$ cat src/rtl/multi_floor_movement.sv
// rtl/multi_floor_movement.sv - N-floor SCAN elevator movement controller (optional EMERGENCY_STOP_EN freeze)
module multi_floor_movement #(
    parameter int FLOORS       = 8,
    parameter int TRAVEL_TICKS = 4,
    parameter int DOOR_TICKS   = 3,
    parameter int FW           = $clog2(FLOORS)
) (
    input  logic              CLK,
    input  logic              RST,
    input  logic              My_Clock,
    input  logic [FLOORS-1:0] interior_panel,
    input  logic [FLOORS-1:0] exterior_panel,
`ifdef EMERGENCY_STOP_EN
    input  logic              emergency_stop,
`endif
    output logic [1:0]        engine,
    output logic [FLOORS-1:0] doors,
    output logic [FW-1:0]     current_floor,
    output logic [FLOORS-1:0] pending
);

    localparam int TW = $clog2(TRAVEL_TICKS + 1);
    localparam int DW = $clog2(DOOR_TICKS + 1);

    typedef enum logic [1:0] {IDLE, MOVE_UP, MOVE_DOWN, DOOR_OPEN} state_t;

    state_t            state, state_d;
    logic              dir_up, dir_d;
    logic [TW-1:0]     travel_cnt, travel_d;
    logic [DW-1:0]     door_cnt, door_d;
    logic              my_clock_q;
    logic              tick;
    logic              frozen;
    logic [FW-1:0]     floor_d;
    logic [FLOORS-1:0] calls;
    logic [FLOORS-1:0] clear_mask;
    logic [FLOORS-1:0] pending_d;
    logic [FLOORS-1:0] doors_d;
    logic [1:0]        engine_d;
    logic [2:0]        ev;

    assign tick  = My_Clock & ~my_clock_q;
    assign calls = interior_panel | exterior_panel;

`ifdef EMERGENCY_STOP_EN
    assign frozen = emergency_stop;
`else
    assign frozen = 1'b0;
`endif

    // SCAN decision from floor f: serve here, keep direction, reverse, or idle; returns {state, dir}
    function automatic logic [2:0] scan_eval(input logic [FW-1:0] f, input logic d,
                                             input logic [FLOORS-1:0] p);
        logic   above;
        logic   below;
        state_t s;
        logic   nd;
        above = 1'b0;
        below = 1'b0;
        for (int i = 0; i < FLOORS; i++) begin
            if (p[i] && (i > int'(f))) above = 1'b1;
            if (p[i] && (i < int'(f))) below = 1'b1;
        end
        s  = IDLE;
        nd = d;
        if (p[f])               s = DOOR_OPEN;
        else if (d && above)    s = MOVE_UP;
        else if (!d && below)   s = MOVE_DOWN;
        else if (d && below)    begin s = MOVE_DOWN; nd = 1'b0; end
        else if (!d && above)   begin s = MOVE_UP;   nd = 1'b1; end
        return {s, nd};
    endfunction

    // next-state, counters, floor step, call latching and registered-output values
    always_comb begin
        state_d    = state;
        dir_d      = dir_up;
        floor_d    = current_floor;
        travel_d   = travel_cnt;
        door_d     = door_cnt;
        ev         = '0;
        clear_mask = '0;
        if (!frozen) begin
            case (state)
                IDLE: begin
                    ev      = scan_eval(current_floor, dir_up, pending);
                    state_d = state_t'(ev[2:1]);
                    dir_d   = ev[0];
                end
                MOVE_UP, MOVE_DOWN: begin
                    if (tick) begin
                        if (travel_cnt == TW'(TRAVEL_TICKS - 1)) begin
                            travel_d = '0;
                            floor_d  = (state == MOVE_UP) ? current_floor + FW'(1)
                                                          : current_floor - FW'(1);
                            ev       = scan_eval(floor_d, dir_up, pending);
                            state_d  = state_t'(ev[2:1]);
                            dir_d    = ev[0];
                        end else begin
                            travel_d = travel_cnt + TW'(1);
                        end
                    end
                end
                DOOR_OPEN: begin
                    if (calls[current_floor]) begin
                        door_d = '0;
                    end else if (tick) begin
                        if (door_cnt == DW'(DOOR_TICKS - 1)) begin
                            door_d  = '0;
                            ev      = scan_eval(current_floor, dir_up, pending);
                            state_d = state_t'(ev[2:1]);
                            dir_d   = ev[0];
                        end else begin
                            door_d = door_cnt + DW'(1);
                        end
                    end
                end
                default: state_d = IDLE;
            endcase
            if (state_d != state) begin
                travel_d = '0;
                door_d   = '0;
            end
            if (state_d == DOOR_OPEN) clear_mask = FLOORS'(1) << floor_d;
        end
        pending_d = (pending | calls) & ~clear_mask;
        engine_d  = 2'b00;
        doors_d   = '0;
        if (!frozen) begin
            if (state_d == MOVE_UP)   engine_d = 2'b01;
            if (state_d == MOVE_DOWN) engine_d = 2'b10;
            if (state_d == DOOR_OPEN) doors_d  = FLOORS'(1) << floor_d;
        end
    end

    // state, counters and all outputs registered with synchronous reset
    always_ff @(posedge CLK) begin
        if (RST) begin
            state         <= IDLE;
            dir_up        <= 1'b1;
            travel_cnt    <= '0;
            door_cnt      <= '0;
            my_clock_q    <= 1'b0;
            current_floor <= '0;
            pending       <= '0;
            engine        <= 2'b00;
            doors         <= '0;
        end else begin
            state         <= state_d;
            dir_up        <= dir_d;
            travel_cnt    <= travel_d;
            door_cnt      <= door_d;
            my_clock_q    <= My_Clock;
            current_floor <= floor_d;
            pending       <= pending_d;
            engine        <= engine_d;
            doors         <= doors_d;
        end
    end

endmodule
$ cat config.mk
export PLATFORM = sky130hd
export DESIGN_NAME = multi_floor_movement
export DESIGN_NICKNAME = d
export VERILOG_FILES = /design/src/rtl/multi_floor_movement.sv
export SDC_FILE = /design/constraint.sdc
export NUM_CORES = 1
export LEC_CHECK = 0
export ABC_CLOCK_PERIOD_IN_PS = 3270
export BUFFER_PORTS_ARGS = -buffer_cell sky130_fd_sc_hd__buf_2
export CORE_MARGIN = 2
export CORE_UTILIZATION = 30
export DETAILED_ROUTE_END_ITERATION = 8
export MAX_ROUTING_LAYER = met4
export PLACE_DENSITY_LB_ADDON = 0.3
export SLEW_MARGIN = 40
export SYNTH_ARGS = -nofsm -noshare
export SYNTH_HDL_FRONTEND = slang
export SYNTH_SLANG_ARGS = --single-unit
$ cat constraint.sdc
create_clock -name CLK -period 3.27 [get_ports CLK]
set_input_delay 0.1635 -clock CLK [delete_from_list [all_inputs] [get_ports CLK]]
set_output_delay 0.1635 -clock CLK [all_outputs]
set_load 0.01 [all_outputs]
==> impl_metrics.tcl, run 1 <==
set metrics [dict create \
    numPortBuffers 39 \
    synth-simple-area-share_pct 27.0 \
    ir_worst_vdd_v 0.000261 \
    cts.sinks 30 \
    vias_per_cell 5.39 \
    worst_pin_slew_ns 0.704 \
    synth_area_per_cell_um2 8.27 \
    crit_family "compound AO/OA/AOI/OAI gates" \
    dr.pass1.iters 5 \
    routedWlPerCell_um 15.5 \
    dp_hpwl_um 4860 \
    path_cells "inv_1 > ha_4 > xnor2_2 > mux4_2 > a211oi_4 > nor2_1 > o311a_1 > a221o_1 > and3_4 > a211oi_1" \
    synth_seq_cells 30 \
    areaGrowthSynthToFinish_pct 25.6 \
    status "finished clean" \
    async_flop_share_pct 0 \
    drv_cap 0 \
    cts_hold_buffers 0 \
    cp_max_fo 6 \
    yosysMostFrequentCell "dfxtp_1" \
    start_util_pct 31.0 \
    maxSlewViolCount 0 \
    synth-seq-area-share_pct 28.4 \
    stdcell_count 407 \
    clk_latency_ns 0.28 \
    endpoint_kind "flop" \
    cts.path.max_buffers 2 \
    critical_path_buf_inv_count 1 \
    synthAdderAreaFrac_pct 6.50 \
    vias 2194 \
    drive_above_1_share_pct 27.0 \
    yosys.area.top_type_share_pct 28.4 \
    grt_max_degree 18 \
    placed_cells 397 \
    wl_um 6320 \
    io-pin-count 40 \
    arrival_ns 3.28 \
    hold_viol_final 0 \
    synth_mux_area_share_pct 8.15 \
    ys_top_cells_by_count "dfxtp_1 (30), nor2_1 (28), nor3_1 (19)" \
    hp-class "input pin to flop" \
    antenna_found_initial 0 \
    syn_inst 256 \
    die_h_um 88.0 \
    seqCellArea_um2 601 \
    grt-ovfl-total 0 \
    power_leakage_uw 0.00107 \
    setup_viol 0 \
    slowest_delay_ns 0.56 \
    finalSetupTns_ns 0 \
    dpl_cell_area_um2 2540 \
    synth-xor-area-share_pct 2.07 \
    grt_use_total_pct 17.8 \
    syn-cell-area_um2 2120 \
    clk_pin_slew_ns 0.06 \
    synth_compound_area_share_pct 23.8 \
    drtAntennaViolNets 0 \
    setup.worst_path.class "flop to flop" \
    gp_congestion 0.878 \
    final_nets 340 \
    max_freq_mhz 323 \
    clock_skew_ns 0.00380 \
    min_period_ns 3.09 \
    coreArea_um2 6830 \
    synthFlopType "dfxtp_1" \
    yosys_warnings 0 \
    drt_iter0_markers 139 \
    powerDensity_nw_per_um2 345 \
    fin_area_um2 2660 \
    die_width_um 88.0 \
    htreeDepth 2 \
    ctsRootBufferMaster "clkbuf_8" \
    drc_errors 0 \
    synth_top_family_by_area "simple AND/OR/NAND/NOR gates" \
    diodes 0 \
    synth_fp_nets 286 \
    cts_tree "built" \
    cts_made_buffers 5 \
    setup.worst_path.start_class "flop" \
    std_cell_rows 30 \
    slew_headroom_pct 53.1 \
    fillers 744 \
    die_area_um2 7750 \
    synth-edff-count 0 \
    synth_area_leader_cell "dfxtp_1" \
    synth_cell_types 57 \
    synth.area.top_cells "dfxtp_1 (28%), ha_1 (6.5%), mux4_2 (5.3%)" \
    grt_pass1_vias 2137 \
    worstPathRequired_ns 3.46 \
    post-route-period-util_pct 94.6 \
    critPathSlowestCell "mux4_2" \
    multi_input_area_um2 1470 \
    grt_first_pass_wirelength_um 10500 \
]
cells by family after synthesis:
family          after synthesis
compound gates               70
xor+xnor                      5
fa+ha+maj                    11
buf+inv                      22
flops                        30
mux                          11
simple gates                107
routing by layer:
layer	part of all wire, %	GRT usage [%]
met2	48	28.8
met4	1.2	4.96
met1	45	23.0
met3	6.1	3.11
met5	0	-
final cells by class:
| class | count | area share, % |
|---|---|---|
| inverters | 10 | 1.41 |
| repair buffers | 59 | 13.0 |
| clock inverters | 1 | 0.188 |
| well taps | 96 | 4.51 |
| flip-flops and latches | 30 | 22.6 |
| multi-input cells | 204 | 55.1 |
| clock buffers | 7 | 3.24 |
state kept, by name (all words and copies together), names as in the netlist:
signal and flops:
current_floor 3, dir_up 1, door_cnt 2, doors 8, engine 2, my_clock_q 1
pending 8, state 2, travel_cnt 3
what timing repair did:
action,CTS,global route
endpoints found under the setup margin,1,10
gates resized for setup,1,4
buffers inserted,0,2
pin swaps,0,2
stage by stage:
| step | power (µW) | hold slack (ns) | worst slack [ns] | utilization (%) |
|---|---|---|---|---|
| final | 918 | 0.110 | 0.177 | 39.0 |
| after global routing | 964 | 0.112 | -0.00329 | 39.0 |
| after floorplan | 533 | 0.235 | 0.0672 | - |
| after global placement | 606 | 0.396 | 0.125 | 37.2 |
| after CTS | 914 | 0.111 | 0.0799 | 38.5 |
| after detailed placement | 608 | 0.403 | -0.0218 | 37.2 |
placed cells by master, fill, tap and decap left out, types with 3 or more instances in the layout:
cell,n
nand2_1,16
a21oi_1,10
o211ai_1,3
mux4_2,5
buf_2,39
a22oi_1,3
nor3_1,19
mux2i_1,6
a211oi_1,8
nand2b_1,7
dfxtp_1,30
clkbuf_8,6
nor2_1,28
o21ai_0,12
buf_4,20
nand3_1,3
ha_1,9
nand3b_1,3
inv_1,9
nor2b_1,10
path summary, 6_finish.rpt:
path / from / to / slack (ns) / cells after the start
setup reg to reg: current_floor[1] / pending[6] / 0.18 / 10
hold reg to reg: travel_cnt[2] / travel_cnt[2] / 0.45 / 2
setup / recovery: current_floor[1] / pending[6] / 0.18 / 10
hold / removal: My_Clock / my_clock_q / 0.11 / 2
power breakdown:
| group | switching (µW) | internal, µW | total [µW] |
|---|---|---|---|
| clock network | 138 | 169 | 307 |
| logic | 113 | 92.7 | 206 |
| registers | 25.5 | 379 | 405 |
| total | 276 | 641 | 918 |
Note: power is estimated with default switching activity, not from simulation.
==> inputs of run 2 (changes only) <==
--- a/config.mk
+++ b/config.mk
@@ -9,6 +9,7 @@
 export BUFFER_PORTS_ARGS = -buffer_cell sky130_fd_sc_hd__buf_2
 export CORE_MARGIN = 2
 export CORE_UTILIZATION = 30
+export CTS_CLUSTER_SIZE = 14
 export DETAILED_ROUTE_END_ITERATION = 8
 export MAX_ROUTING_LAYER = met4
 export PLACE_DENSITY_LB_ADDON = 0.3
==> constraint.sdc (replaced) <==
create_clock -name CLK -period 3.27 [get_ports CLK]
set_input_delay 0 -clock CLK [delete_from_list [all_inputs] [get_ports CLK]]
set_output_delay 0 -clock CLK [all_outputs]
set_load 0.01 [all_outputs]
==> run 2 against run 1 <==
  * Clock power barely moved
  * Highest routed layer unchanged
  * Maximum frequency barely moved
  * Global-route usage barely moved
  * Sequential share of layout area fell by 0.085 points
  * Register-to-register slack barely moved
==> impl_metrics.tcl, run 2 (synthesis results as in run 1) <==
set metrics [dict create \
    r2r-start "current_floor[1]" \
    worstPathRequired_ns 3.46 \
    routedWlPerCell_um 15.5 \
    timing.hold.ws_ns 0.0637 \
    io-pin-count 40 \
    dp_slack_ns -0.0218 \
    cp.depth 10 \
    grt_use_total_pct 17.9 \
    power_leakage_uw 0.00108 \
    coreArea_um2 6830 \
    combPwrFrac_pct 22.5 \
    antenna_found_initial 0 \
    gp_congestion 0.878 \
    seqPwrFrac_pct 44.0 \
    grt_max_degree 18 \
    vias_per_cell 5.32 \
    drt_iter0_markers 103 \
    setup_viol 0 \
    vias 2171 \
    startpoint "current_floor[1]" \
    r2r_cells 10 \
    slew_headroom_pct 53.4 \
    start_util_pct 31.0 \
    fillers 743 \
    drv_cap 0 \
    setup.worst_path.class "flop to flop" \
    cp_max_fo 6 \
    switchingPower_uw 277 \
    path_cells "inv_1 > ha_4 > xnor2_2 > mux4_2 > a211oi_4 > nor2_1 > o311a_1 > a221o_1 > and3_4 > a211oi_1" \
    wl_um 6310 \
    std_cell_rows 30 \
    max_freq_mhz 323 \
    cts.sinks 30 \
    die_area_um2 7750 \
    post-route-period-util_pct 94.6 \
    areaGrowthSynthToFinish_pct 26.1 \
    final_nets 341 \
    arrival_ns 3.29 \
    die_h_um 88.0 \
    worst_pin_slew_ns 0.700 \
    maxSlewViolCount 0 \
    grt_first_pass_wirelength_um 10500 \
    pwr-share-clk_pct 33.5 \
    final_common_cell "buf_2" \
    r2r_end "pending[6]" \
    drtAntennaViolNets 0 \
    drc_errors 0 \
    hp-class "input pin to flop" \
    clock_skew_ns 0.00376 \
    dp_hpwl_um 4860 \
    p_int_uw 642 \
    dr.pass1.iters 4 \
    timing.final.ws_setup_ns 0.177 \
    ctsRootBufferMaster "clkbuf_8" \
    clk_pin_slew_ns 0.06 \
    cts_made_buffers 5 \
    numPortBuffers 39 \
    grt-ovfl-total 0 \
    r2r_slack_ns 0.18 \
    top_regs "doors x8, pending x8" \
    min_period_ns 3.09 \
    diodes 0 \
    htreeDepth 2 \
    slowest_delay_ns 0.55 \
    powerDensity_nw_per_um2 344 \
    hold_viol_final 0 \
    drive_above_1_share_pct 26.9 \
    cp-endpoint "pending[6]" \
    layout_common_cells "buf_2 (39), dfxtp_1 (30), nor2_1 (28)" \
    endpoint_kind "flop" \
    ir_worst_vdd_v 0.000261 \
    status "finished clean" \
    cts.path.max_buffers 2 \
    critPathSlowestCell "mux4_2" \
    swShare_pct 30.1 \
    grt_pass1_vias 2140 \
    crit_family "compound AO/OA/AOI/OAI gates" \
    setup.worst_path.start_class "flop" \
    die_width_um 88.0 \
    critical_path_buf_inv_count 1 \
    cts_tree "built" \
    clk_latency_ns 0.28 \
]
-- run 2: cell count changes in the layout (fill, tap and decap cells not counted) --
| cell | change |
|---|---|
| dlygate4sd3_1 | +1 |
-- run 2: stage by stage --
| step | std cells | setup TNS [ns] | area (µm²) | utilization (%) | power, µW |
|---|---|---|---|---|---|
| final | 408 | 0 | 2670 | 39.1 | 919 |
| after floorplan | 256 | 0 | 2140 | - | 533 |
| after detailed placement | 397 | -0.0218 | 2540 | 37.2 | 608 |
| after global placement | 397 | 0 | 2540 | 37.2 | 606 |
| after global routing | 408 | -0.00402 | 2670 | 39.1 | 965 |
| after CTS | 406 | 0 | 2640 | 38.6 | 915 |
-- run 2: worst reg2reg max path, stage by stage (launching register included) --
cell      delay (ns)
dfxtp_1         0.35
inv_1           0.11
ha_4            0.33
xnor2_2         0.14
mux4_2          0.56
a211oi_4        0.26
nor2_1          0.10
o311a_1         0.36
a221o_1         0.37
and3_4          0.21
a211oi_1        0.24
-- run 2: area by class of cell --
class / instances / area, µm² / area share (%)
multi-input cells: 204 / 1470 / 54.9
clock inverters: 1 / 5.00 / 0.187
repair buffers: 60 / 355 / 13.3
clock buffers: 7 / 86.3 / 3.23
flip-flops and latches: 30 / 601 / 22.5
inverters: 10 / 37.5 / 1.41
well taps: 96 / 120 / 4.50
-- run 2: routing by layer --
layer / up-vias / track usage (%) / wire length, µm / share of wire, %
li1: 1063 / - / - / -
met1: 1030 / 23.1 / 2890 / 46
met2: 68 / 28.8 / 3010 / 48
met3: 10 / 3.11 / 304 / 4.8
met5: - / - / 0 / 0
met4: 0 / 4.96 / 102 / 1.6
-- run 2: worst min path at each step --
stage | start | endpoint | slack, ns | cells after the start
6_report | interior_panel[4] | pending[4] | 0.06 | 3
5_1_grt | interior_panel[4] | pending[4] | 0.09 | 3
4_1_cts | interior_panel[1] | pending[1] | 0.07 | 3
3_5_place_dp | My_Clock | my_clock_q | 0.24 | 2
3_3_place_gp | My_Clock | my_clock_q | 0.23 | 2
2_1_floorplan | RST | my_clock_q | 0.07 | 1
-- run 2: repair_timing --
action,in CTS,in global routing
gates resized for setup,1,4
pin swaps,0,2
setup buffers,0,2
hold buffers,1,0
setup endpoints to repair,1,10
hold endpoints to repair,1,0
-- run 2: power groups by stage --
stage	logic (µW)	registers (µW)	clock network (µW)
3_5_place_dp	195	412	0
3_3_place_gp	194	412	0
2_1_floorplan	131	402	0
4_1_cts	197	404	314
5_1_grt	226	407	331
6_report	207	404	308
==> inputs of run 3 (changes only) <==
--- a/config.mk
+++ b/config.mk
@@ -8,7 +8,7 @@
 export ABC_CLOCK_PERIOD_IN_PS = 3270
 export BUFFER_PORTS_ARGS = -buffer_cell sky130_fd_sc_hd__buf_2
 export CORE_MARGIN = 2
-export CORE_UTILIZATION = 30
+export CORE_UTILIZATION = 40
 export CTS_CLUSTER_SIZE = 14
 export DETAILED_ROUTE_END_ITERATION = 8
 export MAX_ROUTING_LAYER = met4
==> run 3 against run 2 <==
  * Total power rose by 7.6%
  * Combinational power barely moved
  * Design area fell by 0.14%
  * Worst hold slack improved by 0.00059 ns
  * Critical endpoint is now pending[7]
  * Non-clock buffer count fell by 4
  * Final cell count fell by 7.4%
  * Clock skew rose by 0.0022 ns
==> impl_metrics.tcl, run 3 (synthesis results as in run 1) <==
set metrics [dict create \
    post_cts_buffers 0 \
    endpoint_kind "flop" \
    drv_cap 0 \
    dp_slack_ns 0.116 \
    worstPathRequired_ns 3.47 \
    max_freq_mhz 321 \
    drtAntennaViolNets 0 \
    timing.hold.ws_ns 0.0643 \
    critical_path_buf_inv_count 3 \
    drc_errors 0 \
    worst_pin_slew_ns 0.606 \
    areaGrowthSynthToFinish_pct 25.9 \
    die_area_um2 5890 \
    timing.final.ws_setup_ns 0.153 \
    cp_max_fo 6 \
    cts.sinks 30 \
    io-pin-count 40 \
    fillers 485 \
    gp_congestion 0.911 \
    layout_common_cells "buf_2 (39), dfxtp_1 (29), nor2_1 (28)" \
    drive_above_1_share_pct 27.3 \
    slowest_delay_ns 0.45 \
    grt_pass1_vias 2055 \
    clock_skew_ns 0.00598 \
    ctsRootBufferMaster "clkbuf_8" \
    powerDensity_nw_per_um2 371 \
    power_leakage_uw 0.00107 \
    path_cells "inv_1 > buf_4 > ha_1 > xor2_1 > buf_4 > nor3_1 > o41ai_1 > a22oi_2 > o311a_1 > a221o_1 > and3_4 > a211oi_1" \
    r2r_cells 12 \
    hp-class "input pin to flop" \
    final_nets 337 \
    coreArea_um2 5110 \
    arrival_ns 3.32 \
    clk_pin_slew_ns 0.07 \
    min_period_ns 3.12 \
    post-route-period-util_pct 95.3 \
    cts.path.max_buffers 2 \
    fin_area_um2 2670 \
    dr.pass1.iters 4 \
    placed_cells 369 \
    cts_tree "built" \
    vias_per_cell 5.67 \
    diodes 0 \
    setup.worst_path.class "flop to flop" \
    routedWlPerCell_um 15.5 \
    maxSlewViolCount 0 \
    rsz0062_at_grt "false" \
    cp.depth 12 \
    ir_worst_vdd_v 0.000354 \
    vias 2144 \
    cp_common_cell "buf_4" \
    crit_family "compound AO/OA/AOI/OAI gates" \
    htreeDepth 2 \
    std_cell_rows 26 \
    grt_first_pass_wirelength_um 9700 \
    dpl_cell_area_um2 2500 \
    grt_use_total_pct 20.8 \
    stdcell_count 378 \
    hold_depth 3 \
    status "finished clean" \
    numPortBuffers 39 \
    final_common_cell "buf_2" \
    wl_um 5860 \
    slew_headroom_pct 59.6 \
    drt_iter0_markers 145 \
    setup.worst_path.start_class "flop" \
    top_regs "doors x8, pending x8" \
    die_h_um 76.8 \
    cts_made_buffers 5 \
    dp_hpwl_um 4430 \
    grt_max_degree 16 \
    clk_latency_ns 0.29 \
    grt-ovfl-total 0 \
    hold_viol_final 0 \
    die_width_um 76.8 \
    antenna_found_initial 0 \
    setup_viol 0 \
    finalSetupTns_ns 0 \
    start_util_pct 41.5 \
    critPathSlowestCell "o41ai_1" \
]
-- run 3: cell type report --
| cell class | instances | area [µm²] | area share (%) |
|---|---|---|---|
| well taps | 70 | 87.6 | 3.28 |
| inverters | 10 | 37.5 | 1.41 |
| multi-input cells | 204 | 1500 | 56.3 |
| clock buffers | 5 | 68.8 | 2.58 |
| repair buffers | 56 | 325 | 12.2 |
| flip-flops and latches | 30 | 602 | 22.6 |
| clock inverters | 3 | 45.0 | 1.69 |
-- run 3: worst min-delay path, delay by kind of cell --
kind,cells,cell delay (ns)
AND/OR/NAND/NOR,1,0.13
buffers and inverters,1,0.10
AO/OA/AOI/OAI,1,0.07
-- run 3: per-layer routing --
layer | wire [µm] | part of all wire, % | track usage, %
met1 | 2750 | 47 | 27.4
met2 | 2700 | 46 | 31.4
met3 | 341 | 5.8 | 4.71
met4 | 70 | 1.2 | 6.91
met5 | 0 | 0 | -
-- run 3: metrics by stage --
| stage | utilization (%) | total power (µW) |
|---|---|---|
| CTS | 51.3 | 980 |
| detailed placement | 48.9 | 603 |
| global placement | 48.8 | 602 |
| global route | 52.2 | 1030 |
| finish | 52.2 | 989 |
| floorplan | - | 533 |
-- run 3: final timing paths --
path / startpoint / endpoint / slack [ns]
worst min-delay path: interior_panel[1] / pending[1] / 0.06
worst max register to register: current_floor[1] / pending[7] / 0.15
worst max-delay path: current_floor[1] / pending[7] / 0.15
worst min register to register: travel_cnt[2] / travel_cnt[2] / 0.46
-- run 3: what timing repair did --
action,4_1_cts,5_1_grt
hold endpoints to repair,1,0
endpoints found under the setup margin,0,22
hold buffers,1,0
gates resized for setup,0,8
-- run 3: report_power, final --
| part | switching, µW | total (µW) | internal (µW) |
|---|---|---|---|
| Clock | 153 | 379 | 226 |
| Combinational | 111 | 204 | 92.9 |
| Sequential | 26.9 | 406 | 379 |
